===== src/rtl/exp_arb_pkg.sv =====
// exp_arb_pkg: shared types and sizing helpers for the exponent-unit arbiter.
package exp_arb_pkg;
  localparam int W_DEF = 32;
  localparam int N_REQ_DEF = 4;
  typedef enum logic [1:0] {S_IDLE, S_ISSUE, S_BUSY, S_RESP} state_t;
  function automatic int id_w(input int n);
    return n > 1 ? $clog2(n) : 1;
  endfunction
endpackage


===== src/rtl/exp_rr_picker.sv =====
// exp_rr_picker: combinational round-robin pick of the first valid requester after last_grant.
module exp_rr_picker
  import exp_arb_pkg::*;
#(
  parameter int N_REQ = N_REQ_DEF,
  parameter int ID_W  = id_w(N_REQ)
) (
  input  logic [N_REQ-1:0] req_valid,
  input  logic [ID_W-1:0]  last_grant,
  output logic [N_REQ-1:0] grant_onehot,
  output logic [ID_W-1:0]  grant_idx,
  output logic             any
);
  always_comb begin
    grant_idx = '0;
    any = 1'b0;
    // Scan farthest-first so the nearest valid requester after last_grant wins.
    for (int i = N_REQ; i >= 1; i--) begin
      if (req_valid[(int'(last_grant) + i) % N_REQ]) begin
        grant_idx = ID_W'((int'(last_grant) + i) % N_REQ);
        any = 1'b1;
      end
    end
    grant_onehot = any ? N_REQ'(1) << grant_idx : '0;
  end
endmodule


===== src/rtl/exp_arbiter.sv =====
// exp_arbiter: round-robin sequencer sharing one exponent unit among N_REQ requesters.
// Optional EXP_ARB_BYPASS_EN answers trivial jobs (a==0, x==0, x==1) without the unit.
module exp_arbiter
  import exp_arb_pkg::*;
#(
  parameter int N_REQ = N_REQ_DEF,
  parameter int W     = W_DEF
) (
  input  logic                     clock,
  input  logic                     reset_n,
  input  logic [N_REQ-1:0]         req_valid,
  input  logic [N_REQ*W-1:0]       req_x,
  input  logic [N_REQ*W-1:0]       req_a,
  output logic [N_REQ-1:0]         req_ready,
  output logic                     rsp_valid,
  output logic [id_w(N_REQ)-1:0]   rsp_id,
  output logic [W-1:0]             rsp_p,
  output logic                     busy,
  output logic                     exp_enable,
  output logic [W-1:0]             exp_x,
  output logic [W-1:0]             exp_a,
  input  logic [W-1:0]             exp_p,
  input  logic                     exp_ready
);
  localparam int ID_W = id_w(N_REQ);
  state_t state;
  logic [ID_W-1:0] last_grant, grant_idx;
  logic [N_REQ-1:0] grant_onehot;
  logic any, trivial, accept;
  logic [W-1:0] sel_x, sel_a;
  exp_rr_picker #(.N_REQ(N_REQ), .ID_W(ID_W)) u_picker (
    .req_valid(req_valid),
    .last_grant(last_grant),
    .grant_onehot(grant_onehot),
    .grant_idx(grant_idx),
    .any(any)
  );
  assign sel_x = req_x[grant_idx*W +: W];
  assign sel_a = req_a[grant_idx*W +: W];
`ifdef EXP_ARB_BYPASS_EN
  assign trivial = sel_a == '0 || sel_x <= W'(1);
`else
  assign trivial = 1'b0;
`endif
  assign accept = reset_n && state == S_IDLE && any && (exp_ready || trivial);
  assign req_ready = accept ? grant_onehot : '0;
  assign exp_enable = state == S_ISSUE;
  assign rsp_valid = state == S_RESP;
  assign busy = state != S_IDLE;
  always_ff @(posedge clock) begin
    if (!reset_n) begin
      state <= S_IDLE;
      last_grant <= ID_W'(N_REQ - 1);
      exp_x <= '0;
      exp_a <= '0;
      rsp_p <= '0;
      rsp_id <= '0;
    end else if (accept) begin
      last_grant <= grant_idx;
      exp_x <= sel_x;
      exp_a <= sel_a;
      state <= trivial ? S_RESP : S_ISSUE;
      if (trivial) begin
        rsp_p <= sel_a == '0 ? W'(1) : sel_x;
        rsp_id <= grant_idx;
      end
    end else if (state == S_ISSUE) begin
      state <= S_BUSY;
    end else if (state == S_BUSY && exp_ready) begin
      // The unit drops p back to 1 a cycle after raising ready, so grab it now.
      rsp_p <= exp_p;
      rsp_id <= last_grant;
      state <= S_RESP;
    end else if (state == S_RESP) begin
      state <= S_IDLE;
    end
  end
endmodule


===== config.mk =====
export PLATFORM = sky130hd
export DESIGN_NAME = exp_arbiter
export DESIGN_NICKNAME = d
export VERILOG_FILES = /design/src/rtl/exp_arb_pkg.sv /design/src/rtl/exp_rr_picker.sv /design/src/rtl/exp_arbiter.sv
export SDC_FILE = /design/constraint.sdc
export NUM_CORES = 1
export LEC_CHECK = 0
export ABC_CLOCK_PERIOD_IN_PS = 2000
export CORE_AREA = 2 2 158 160
export DETAILED_ROUTE_END_ITERATION = 8
export DIE_AREA = 0 0 160 162
export PLACE_DENSITY_LB_ADDON = 0.08
export SYNTH_ARGS = -nofsm -noshare
export SYNTH_HDL_FRONTEND = slang
export SYNTH_SLANG_ARGS = --single-unit
export TNS_END_PERCENT = 20

===== constraint.sdc =====
create_clock -name clock -period 2 [get_ports clock]
set_input_delay 0.3 -clock clock [delete_from_list [all_inputs] [get_ports clock]]
set_output_delay 0.3 -clock clock [all_outputs]
set_load 0.01 [all_outputs]

======== Word level (Yosys, flattened, before mapping) ========
Cells that the tools add are included.
storage, ports and cells
  word-level logic and storage cells ...... 68
  register bits after elaboration ......... 102
  input bits .............................. 295
  output and inout port bits .............. 105
operators by class
  magnitude comparators ................... 4
  $add $sub $neg .......................... 4
  bitwise logic cells ..................... 7
  mux-type cells .......................... 26
  equal/unequal tests ..................... 3
  reductions and logical operators ........ 14
  shift-type cells ........................ 3
operators by type and width
  cell                                                         number
  indexed part select 128 x 8 -> 32 bit                        2
  less-than comparator 3 x 4 -> 1 bit (second input constant)  4
  two-way mux 2 bit                                            7
  two-way mux 1 bit                                            13
  OR reduction 2 bit                                           5
  binary-select mux 1 bit (select 2 bit)                       4
  two-way mux 4 bit                                            2
  adder 2 x 1 -> 2 bit (second input constant)                 2
  adder 2 bit (second input constant)                          2
  bitwise AND 1 bit (first input constant)                     4
  equality test 2 bit (second input constant)                  2
  logical AND 1 bit                                            4
  nonzero test 4 bit                                           1
  left shift 1 x 2 -> 4 bit (first input constant)             1
  inverter 1 bit                                               3
  AND reduction 3 bit                                          1
  nonzero test 3 bit                                           1
  equality test 2 x 1 -> 1 bit (second input constant)         1
  zero test 2 bit                                              1
  nonzero test 2 bit                                           1

======== Logic depth before layout (Yosys ltp) ========
  depth after elaboration ................. 14
  mapped depth ............................ 8
  gate-level depth less buffers ........... 5

======== Modules after synthesis ========
Synthesis repeated with hierarchy kept, for this count alone.
unflattened totals
  cells, all modules ...................... 422
  area total of the unflattened synthesis .. 5107.4 µm²
modules (own cells, without submodules)
  module         sequential area each (µm²)  area an instance (µm²)  times used  cells each
  exp_arbiter    2042.0                      4929.7                  1           394
  exp_rr_picker  0.0                         177.7                   1           28

======== Least setup slack after synthesis ========
OpenSTA, ideal clock, no wires.
  path type ............................... register -> register
  start ................................... register last_grant[0]
  end ..................................... register exp_a[17]
  clock period less this slack ............ 1981 ps
  arrival time ............................ 1859 ps
  required time ........................... 1878 ps
  setup time .............................. 122 ps
  stages on the path, launching flop included .. 7
  setup slack ............................. 19 ps
  buffers on the path ..................... 1
  cells stage by stage .................... dfxtp_1 and2b_1 o21a_1 nor3_4 buf_2 mux2_2 a221o_1
on the way
  cells in the longest elaborated chain, start to end .. 10
  elaborated cells on any way between the ends .. 27
  those cells by class .................... add/sub: 4; shift: 1; mux: 20; reduce/logical: 2
ends and longest elaborated chain
  what                                                           line               RTL
  from (decl)                                                    exp_arbiter.sv:27  logic [ID_W-1:0] last_grant, grant_idx;
  from (signal assigned)                                         exp_arbiter.sv:53  last_grant <= ID_W'(N_REQ - 1);
  from (signal assigned)                                         exp_arbiter.sv:59  last_grant <= grant_idx;
  branches (longest 10 deep; another with adder 2 x 1 -> 2 bit)  -
  to (signal assigned)                                           exp_arbiter.sv:61  exp_a <= sel_a;
  to (decl)                                                      exp_arbiter.sv:21  output logic [W-1:0] exp_a,
Parallel ways; which one is timed is not known. The select of a mux whose other input is x is not followed.
A chain may end at the register's enable or synchronous reset.

======== Final worst setup path ========
  start ................................... register state[0]
  end ..................................... output req_ready[2]
on the way
  cells in the longest elaborated chain, start to end .. 5
ends and longest elaborated chain
  what                             line               RTL
  from (decl)                      exp_arbiter.sv:26  state_t state;
  from (signal assigned)           exp_arbiter.sv:62  state <= trivial ? S_RESP : S_ISSUE;
  zero test 2 bit                  exp_arbiter.sv:45  assign accept = reset_n && state == S_IDLE && any && (exp_ready || trivial);
  logical AND 1 bit (3 in series)  exp_arbiter.sv:45
  two-way mux 4 bit                exp_arbiter.sv:46  assign req_ready = accept ? grant_onehot : '0;
  to (decl)                        exp_arbiter.sv:14  output logic [N_REQ-1:0] req_ready,
No other way between the ends.

==> impl_metrics.json <==
{
  "diodes": 0,
  "p_switching_mw": 2.20,
  "startpoint_type": "register",
  "status": "finished with violations",
  "h-tree-depth": 3,
  "cts_inserted_buffers": 9,
  "critPathMaxStageDelay_ns": 0.32,
  "pwr-share-seq_pct": 34.4,
  "dp_cells": 1333,
  "slew-limit-headroom_pct": 47.9,
  "ys_seq_area_share_pct": 35.0,
  "fin_nets": 1326,
  "slew_viol_final": 0,
  "reg2reg_slack_ns": -0.09,
  "drtPass1Iterations": 4,
  "synth_seq_cells": 102,
  "post_drt_wl_per_cell_um": 20.6,
  "clk_latency_ns": 0.36,
  "die_w_um": 160,
  "finalCriticalPeriod_ns": 2.13,
  "setup_violations": 66,
  "start_util_pct": 24.2,
  "critPathArrivalTime_ns": 1.83,
  "grt_overflow": 0,
  "layoutNonFillerInstCount": 1360,
  "end_kind": "primary output",
  "hold_slack_ns": 0.465,
  "p_clk_share_pct": 25.9,
  "synth_cell_types": 40,
  "fin_crit_sh_pct": 107,
  "dp_hpwl_um": 19700,
  "io_buffers": 399,
  "p_comb_share_pct": 39.7,
  "netSwitchingFraction_pct": 31.7,
  "ir_worst_vdd_v": 0.000286,
  "tns_ns": -3.24,
  "wl_um": 28000,
  "core_area_um2": 24100,
  "violations": "setup timing",
  "yosysTopAreaCellShare_pct": 35.0,
  "power_leakage_nw": 4.02,
  "cp_slowest_cell": "dfxtp_2",
  "via_count": 6755,
  "timing.final.ws_setup_ns": -0.135,
  "cp.required_ns": 1.70,
  "route.detailed.drc": 0,
  "gp_congestion": 0.793,
  "pin_count": 400,
  "netlist_area_um2": 5830,
  "finalHoldViolCount": 0,
  "design_area_um2": 11000,
  "clockBufferDepth": 2,
  "fin_skew_ns": 0.0108,
  "antenna_left": 0,
  "root_buffer": "clkbuf_16",
  "fp.dieArea_um2": 25900,
  "tightest_slew_ns": 0.781,
  "p_int_mw": 4.73,
  "yosys.area.top_type": "dfxtp_1",
  "grt_pass1_wl_um": 41400,
  "drv_cap": 0,
  "p_per_area_nw_per_um2": 628,
  "grt_pass1_vias": 7000,
  "yosys_warnings": 0,
  "drt_iter0_drc": 305,
  "antenna_found_initial": 0,
  "vias_per_cell": 4.97,
  "rsz0062_at_grt": "yes",
  "drive_gt1_share_pct": 16.5,
  "avgSynthCellArea_um2": 9.08,
  "netlist_top_cells_area": "dfxtp_1 (35%), a221o_1 (5.7%), a211oi_2 (5.6%)",
  "hold_class": "register to register",
  "cts_sinks": 102,
  "cp_cell_sequence": "nand2b_4 > nor4b_4 > nor3b_4 > buf_6 > and2_4 > buf_6",
  "grt.total_usage_pct": 20.7,
  "clk_pin_slew_ns": 0.08,
  "crit_fanout": 3,
  "place_area_um2": 10400,
  "postCtsHoldBufs": 0,
  "cts_tree": "built",
  "grt_max_degree": 68,
  "area_growth_pct": 89.4,
  "rows": 57,
  "crit_top_cell": "buf_6",
  "syn_inst": 642,
  "fmax_ghz": 0.468,
  "die_h_um": 162,
  "crit_type": "register to primary output",
  "synth_fp_nets": 937
}
[routing by layer]
layer / routed length [um] / global-route usage (%)
met1: 11800 / 25.7
met2: 13200 / 33.9
met3: 2140 / 5.85
met4: 823 / 8.35
met5: 0 / 0
[state kept, by name (all words and copies together), names as in the netlist]
register and flops:
rsp_id 2, exp_x 32, exp_a 32, rsp_p 32
state 2, last_grant 2
[critical path: cells and delay by family (launching register included)]
kind	cells	cell delay, ns
flops	1	0.32
buf+inv	2	0.25
simple gates	4	0.91
[placed cells by master (no fill, tap or decap), types with 33 or more instances in the layout]
cell type        count
a21boi_0            34
o31ai_1             35
a221o_1             33
dfxtp_1             99
clkdlybuf4s50_1    389
a211oi_2            36
buf_4               33
nand4_1             35
a21oi_1             63
nand2_1             70
[worst paths after layout]
kind / start / end / cells after the start
min reg2reg: rsp_p[16] / rsp_p[16] / 2
min: rsp_p[16] / rsp_p[16] / 2
max: state[0] / req_ready[2] / 6
max reg2reg: last_grant[0] / exp_x[1] / 8
[logic make-up after synthesis]
kind of cell    after synthesis  share of synthesized area (%)
mux                          64                           11.7
compound gates              268                           36.0
flops                       102                           35.0
simple gates                129                           11.3
buf+inv                      79                           5.97
[synth_stat cells (all sizes together)]
library cell and number:
nand3 1, a211oi 58, dfxtp 102, mux2 33, nor2 6, a221o 33, nor2b 3, clkbuf 52
o22ai 1, o31ai 35, nand2b 3, inv 2, buf 25, a21boi 35, a21bo 2, or2 2
nand4 35, o21ai 4, a21oi 64, o31a 29, a21o 2, nand2 70, and2 3, nor4b 1
nor4 1, nor3 1, o21a 3, mux2i 31, nor3b 2, o211ai 2, and2b 1
[timing repair]
item,4_1_cts,5_1_grt
pin swaps,11,0
setup endpoints to repair,68,68
setup buffers,9,2
gates cloned,2,0
gates resized for setup,66,20
[area by class of cell]
class	instances	area, um^2
clock inverter	7	66.3
fill	2422	13100
sequential	102	2050
clock buffer	9	225
tap	324	405
multi-input combinational	461	3650
timing repair buffer	455	4640
inverter	2	7.51
[through the flow]
| stage | power, mW | setup slack (ns) | util, % |
|---|---|---|---|
| after floorplan | 3.56 | 0.0187 | - |
| after global routing | 7.31 | -0.182 | 45.8 |
| after CTS | 6.99 | -0.134 | 45.4 |
| after detailed placement | 4.99 | -0.705 | 42.9 |
| final | 6.93 | -0.135 | 45.8 |
| after global placement | 4.99 | -0.727 | 42.9 |
[power groups by stage]
stage / Combinational, mW / Sequential (mW) / Clock, mW
6_report: 2.75 / 2.39 / 1.79
5_1_grt: 2.93 / 2.42 / 1.95
3_3_place_gp: 2.56 / 2.43 / 0
2_1_floorplan: 1.04 / 2.52 / 0
3_5_place_dp: 2.56 / 2.43 / 0
4_1_cts: 2.72 / 2.39 / 1.88
(Power assumes the default switching activity.)
